===== config.mk =====
export PLATFORM = sky130hd
export DESIGN_NAME = deskew_buffer
export DESIGN_NICKNAME = d
export VERILOG_FILES = /design/src/rtl/deskew_pkg.sv /design/src/rtl/deskew_mem.sv /design/src/rtl/deskew_buffer.sv
export SDC_FILE = /design/constraint.sdc
export NUM_CORES = 2
export LEC_CHECK = 0
export BUFFER_PORTS_ARGS = -buffer_cell sky130_fd_sc_hd__buf_2
export CELL_PAD_IN_SITES_DETAIL_PLACEMENT = 1
export CELL_PAD_IN_SITES_GLOBAL_PLACEMENT = 1
export CORE_ASPECT_RATIO = 1.1
export CORE_MARGIN = 10
export CORE_UTILIZATION = 40
export CTS_CLUSTER_DIAMETER = 80
export DETAILED_ROUTE_END_ITERATION = 10
export PLACE_DENSITY_LB_ADDON = 0.1
export SLEW_MARGIN = 20
export SYNTH_ARGS = -nofsm -noshare
export SYNTH_HDL_FRONTEND = slang
export SYNTH_HIERARCHICAL = 1
export SYNTH_SLANG_ARGS = --single-unit

===== constraint.sdc =====
create_clock -name CLK -period 10.75 [get_ports CLK]
set_input_delay 1.075 -clock CLK [delete_from_list [all_inputs] [get_ports CLK]]
set_output_delay 1.075 -clock CLK [all_outputs]
set_load 0.05 [all_outputs]

===== src/rtl/deskew_pkg.sv =====
// Shared types and helpers for the output-side deskew buffer.
// Lane/slot geometry and the diagonal lane-to-slot mapping.
package deskew_pkg;

  localparam int LANES  = 16;
  localparam int LANE_W = 8;
  localparam int DEPTH  = 32;
  localparam int ADDR_W = 5;
  localparam int CNT_W  = 6;
  localparam int WORD_W = LANES * LANE_W;

  typedef enum logic [1:0] {
    IDLE,
    FILL,
    DRAIN
  } state_t;

  typedef logic [CNT_W-1:0] cnt_t;

  typedef struct packed {
    logic              ok;
    logic [ADDR_W-1:0] slot;
  } lane_hit_t;

  // Lane i of beat t belongs to row t-i, kept only when 0 <= t-i < r.
  function automatic lane_hit_t lane_slot(
    input cnt_t       t,
    input logic [3:0] i,
    input cnt_t       r
  );
    logic [CNT_W:0] d;
    lane_hit_t      h;
    d      = {1'b0, t} - {3'b000, i};
    h.ok   = !d[CNT_W] && (d[CNT_W-1:0] < r);
    h.slot = d[ADDR_W-1:0];
    return h;
  endfunction

endpackage


===== src/rtl/deskew_mem.sv =====
// Row storage: one byte bank per lane, each with its own write port,
// read back as a whole aligned row through a registered port.
module deskew_mem
  import deskew_pkg::*;
(
  input  logic                           CLK,
  input  logic                           RESET,
  input  logic [LANES-1:0]               we,
  input  logic [LANES-1:0][ADDR_W-1:0]   waddr,
  input  logic [LANES-1:0][LANE_W-1:0]   wdata,
  input  logic                           re,
  input  logic [ADDR_W-1:0]              raddr,
  output logic [WORD_W-1:0]              rdata
);

  logic [LANE_W-1:0] bank [LANES][DEPTH];

  always_ff @(posedge CLK) begin
    for (int i = 0; i < LANES; i++) begin
      if (we[i]) bank[i][waddr[i]] <= wdata[i];
    end
  end

  // Only the read register is cleared; bank contents stay stale.
  always_ff @(posedge CLK) begin
    if (RESET) begin
      rdata <= '0;
    end else if (re) begin
      for (int i = 0; i < LANES; i++) begin
        rdata[i*LANE_W +: LANE_W] <= bank[i][raddr];
      end
    end
  end

endmodule


===== src/rtl/deskew_buffer.sv =====
// Realigns the diagonally skewed result stream into whole rows
// and streams them out on a valid/ready interface.
module deskew_buffer
  import deskew_pkg::*;
(
  input  logic              CLK,
  input  logic              RESET,
  input  logic              in_first,
  input  logic              in_valid,
  input  logic [WORD_W-1:0] in_data,
  input  logic [CNT_W-1:0]  rows,
  output logic              in_ready,
  output logic              out_valid,
  input  logic              out_ready,
  output logic [WORD_W-1:0] out_data,
  output logic              out_last,
  output logic              busy,
  output logic              err
);

  state_t state;
  cnt_t   t;
  cnt_t   r_q;
  cnt_t   rd;
  cnt_t   done;

  logic   legal;
  logic   start;
  logic   beat;
  logic   acc;
  logic   last_beat;
  logic   load;
  logic   fin;
  logic   bad;
  cnt_t   t_cur;
  cnt_t   r_cur;
  cnt_t   span;

  logic [LANES-1:0]             we;
  logic [LANES-1:0][ADDR_W-1:0] waddr;
  lane_hit_t                    hit [LANES];

  assign legal = (rows != '0) && (rows <= cnt_t'(DEPTH));
  assign start = (state == IDLE) && in_valid && in_first && legal;
  assign beat  = (state == FILL) && in_valid;
  assign acc   = start || beat;
  assign t_cur = start ? '0 : t;
  assign r_cur = start ? rows : r_q;
  assign span  = t_cur - cnt_t'(14);

  assign last_beat = beat && (t == r_q + cnt_t'(14));
  assign load = (state != IDLE) && (!out_valid || out_ready)
             && (rd < done);
  assign fin  = (state == DRAIN) && out_valid && out_ready && out_last;

  assign bad = ((state == IDLE) && in_valid && (!in_first || !legal))
            || ((state == FILL) && in_valid && in_first)
            || ((state == DRAIN) && in_valid);

  assign in_ready = (state == IDLE);
  assign busy     = (state != IDLE);

  always_comb begin
    for (int i = 0; i < LANES; i++) begin
      hit[i]   = lane_slot(t_cur, 4'(i), r_cur);
      we[i]    = acc && hit[i].ok;
      waddr[i] = hit[i].slot;
    end
  end

  deskew_mem u_mem (
    .CLK   (CLK),
    .RESET (RESET),
    .we    (we),
    .waddr (waddr),
    .wdata (in_data),
    .re    (load),
    .raddr (rd[ADDR_W-1:0]),
    .rdata (out_data)
  );

  always_ff @(posedge CLK) begin
    if (RESET) begin
      state     <= IDLE;
      t         <= '0;
      r_q       <= '0;
      rd        <= '0;
      done      <= '0;
      out_valid <= 1'b0;
      out_last  <= 1'b0;
      err       <= 1'b0;
    end else begin
      if (bad) err <= 1'b1;

      // Row r is complete once beat r+15 has landed.
      if (acc && (t_cur >= cnt_t'(15))) begin
        done <= (span > r_cur) ? r_cur : span;
      end

      if (load) begin
        out_valid <= 1'b1;
        out_last  <= (rd == r_q - cnt_t'(1));
        rd        <= rd + cnt_t'(1);
      end else if (out_ready) begin
        out_valid <= 1'b0;
        out_last  <= 1'b0;
      end

      unique case (state)
        IDLE: begin
          if (start) begin
            state <= FILL;
            r_q   <= rows;
            t     <= cnt_t'(1);
          end
        end
        FILL: begin
          if (beat) begin
            t <= t + cnt_t'(1);
            if (last_beat) state <= DRAIN;
          end
        end
        DRAIN: begin
          if (fin) begin
            state <= IDLE;
            t     <= '0;
            rd    <= '0;
            done  <= '0;
          end
        end
      endcase
    end
  end

endmodule


==> flow_metrics.tcl <==
set metrics [dict create \
    outcome "finished clean" \
    cellPowerDensity_nw_per_um2 181 \
    drt_iter0_drc 7793 \
    wl_met3_mm 23.3 \
    grt_max_degree 121 \
    setup_viol 0 \
    finalPower_mw 34.5 \
    detail_route.wirelength_mm 509 \
    post-route-drc-count 0 \
    route.vias.total 90500 \
    final_area_um2 191000 \
    avgRoutedWirePerCell_um 32.5 \
    worst_setup_path_start_kind "flop" \
    cp_cell_sequence "inv_1 -> ha_1 -> and3_1 -> nand4_1 -> buf_4 -> and2_2 -> nand2_2 -> ha_1 -> inv_1 -> xnor2_2 -> inv_1 -> ha_1 -> a21o_1 -> a21o_1 -> a21oi_1 -> nor2b_1 -> a2111oi_0 -> nand3_1 -> nor2_1" \
    total_leakage_power_nw 56.0 \
    avgSynthCellArea_um2 17.9 \
    yosys.area_share.simple_pct 3.59 \
    cts.sink_count 4253 \
    coreArea_um2 422000 \
    synth_warnings 6 \
    clk_path_buf_depth 4 \
    relSlewSlack_pct 24.0 \
    fp.dieW_um 640 \
    layout.nets 9948 \
    synthMuxAreaShare_pct 13.9 \
    path_class "reg2reg" \
    wl_met1_mm 222 \
    yosysSeqAreaShare_pct 74.5 \
    route.met2.wl_mm 252 \
    grt_use_total_pct 21.9 \
    die_y_um 702 \
    synth-seq-cells 4253 \
    rsz0062_at_grt "no" \
    postRouteAntennaNets 0 \
    viasPerCell 5.77 \
    synth.top_cell.area_share_pct 72.6 \
    endpoint_kind "flop" \
    dieArea_um2 450000 \
    netlist_instances 9441 \
    boundaryPins 272 \
    overflow 0 \
    critPathRequiredTime_ns 11.39 \
    synth_compound_area_share_pct 5.08 \
    syn_area_um2 169000 \
    synthFlopType "edfxtp_1" \
    dpl.hpwl_mm 318 \
    period_share_pct 81.1 \
    tightest_slew_ns 1.14 \
    async_flop_share_pct 0 \
    post_dp_cell_area_um2 176000 \
    yosys.area_share.xor_xnor_pct 0.280 \
    maxCapViolCount 0 \
    fillers 39600 \
    antenna_found_initial 45 \
    fmax_mhz 115 \
    layout_min_cycle_time_ns 8.71 \
    highest_layer "met5" \
    h-tree-depth 5 \
    yosys.area.top_type "edfxtp_1" \
    final_layout_size_suffix_gt1_share_pct 15.9 \
    finalHoldViolCount 0 \
    clk_latency_ns 1.04 \
    ir_drop_v 0.000186 \
    setup_tns_ns 0 \
    synth_edf_count 4096 \
    postCtsSetupBuffers 0 \
    grt_pass1_wl_mm 718 \
    cts_tree "done" \
    start_util_pct 40.2 \
    fp-row-count 250 \
    cp.arrival_ns 9.35 \
    skew_ns 0.0750 \
    gp_congestion 0.804 \
    syn_to_final_growth_pct 12.6 \
    grt_pass1_vias 94400 \
    portBuffers 271 \
    synth_top_family_by_area "multiplexers" \
    yosysUniqueCellTypes 71 \
    slew_violations 0 \
    syn_nets 9665 \
    cts-root-buf "clkbuf_16" \
    cts_inserted_buffers 441 \
    ctsHoldBuffers 0 \
    synth.area.top_cells "edfxtp_1 73%, mux2i_1 8.4%, mux4_2 5.1%" \
    critPathSlowestCell "a2111oi_0" \
    synth_fa_ha_area_share_pct 0.628 \
    max_stage_delay_ns 0.90 \
    path_clk_slew_ns 0.06 \
    cp_max_fo 21 \
    cts_resized 0 \
    hp-class "in2reg" \
    dr.pass1.iters 5 \
]
## Yosys cell counts, drive strengths merged (75+ instances only)
| cell type | instances |
|---|---|
| edfxtp | 4096 |
| mux2i | 1419 |
| nor2 | 639 |
| o22ai | 577 |
| mux4 | 382 |
| buf | 321 |
| clkbuf | 228 |
| nor3 | 198 |
| a21oi | 167 |
| dfxtp | 157 |
| o21ai | 150 |
| nand2 | 146 |
| a22oi | 130 |
| ha | 85 |
| nand3b | 80 |
| nand2b | 75 |
## layout by cell type (no fill, tap or decap), types with 140 or more instances in the layout
cell,count
nand2_1,140
edfxtp_1,4096
buf_2,271
clkbuf_16,445
a21oi_1,166
o22ai_1,577
mux2i_1,1417
nor3_1,198
nor2_1,637
dfxtp_1,152
mux4_2,382
## layer usage
layer | GRT usage [%] | vias to the layer above
met3 | 2.73 | 590
met5 | 0 | -
li1 | - | 38700
met4 | 5.02 | 6
met1 | 30.2 | 48800
met2 | 37.4 | 2371
## path summary, 6_finish.rpt
| check | startpoint | end | slack [ns] | cells past startpoint |
|---|---|---|---|---|
| setup / recovery | state[0] | u_mem/bank[1][291] | 2.04 | 19 |
| setup reg to reg | state[0] | u_mem/bank[1][291] | 2.04 | 19 |
| hold / removal | in_valid | err | 0.38 | 3 |
| hold reg to reg | err | err | 0.45 | 2 |
## cell families (layout without fill, tap and decap cells)
family	after synthesis	after routing
AOI/OAI and AO/OA	1299	1299
xor gates and xnor gates	52	52
adders and majority gates	85	85
buffers and inverters	592	1267
DFF	4253	4253
muxes	1865	1865
other	0	14
and+or+nand+nor	1295	1295
## per-stage QoR
stage | utilization, % | worst slack, ns | instances | hold slack, ns
floorplan | - | 3.30 | 9441 | 0.465
global placement | 41.6 | 2.06 | 14800 | 0.437
detailed placement | 41.6 | 1.86 | 14800 | 0.442
CTS | 45.2 | 2.14 | 15700 | 0.289
global route | 45.2 | 1.66 | 15700 | 0.366
finish | 45.2 | 2.04 | 15700 | 0.383
## state kept, by name, indices dropped and copies added (netlist names)
name         flops
done             6
r_q              6
u_mem/bank    4096
out_last         1
u_mem/rdata    128
t                6
state            2
rd               6
err              1
out_valid        1
## power breakdown
| part | total [mW] | switching, mW | internal (mW) |
|---|---|---|---|
| combinational | 0.590 | 0.509 | 0.0810 |
| sequential | 18.2 | 0.00728 | 18.2 |
| clock | 15.8 | 6.58 | 9.18 |
## final cells by class
| class | count | area (um2) | area share [%] |
|---|---|---|---|
| well taps | 5544 | 6940 | 3.64 |
| multi-input cells | 4596 | 39900 | 21.0 |
| clock inverters | 270 | 3120 | 1.64 |
| repair buffers | 389 | 2360 | 1.24 |
| inverters | 43 | 161 | 0.0847 |
| flip-flops and latches | 4253 | 126000 | 66.2 |
| clock buffers | 565 | 11900 | 6.26 |
| diodes | 14 | 35.0 | 0.0184 |
## critical path: cells and delay by family (launching register included)
| family | cells | cell delay [ns] |
|---|---|---|
| AOI/OAI and AO/OA | 4 | 1.42 |
| buffers and inverters | 4 | 1.06 |
| DFF | 1 | 0.32 |
| xor gates and xnor gates | 1 | 0.82 |
| and+or+nand+nor | 7 | 3.18 |
| adders and majority gates | 3 | 1.45 |
(Power assumes the default switching activity.)
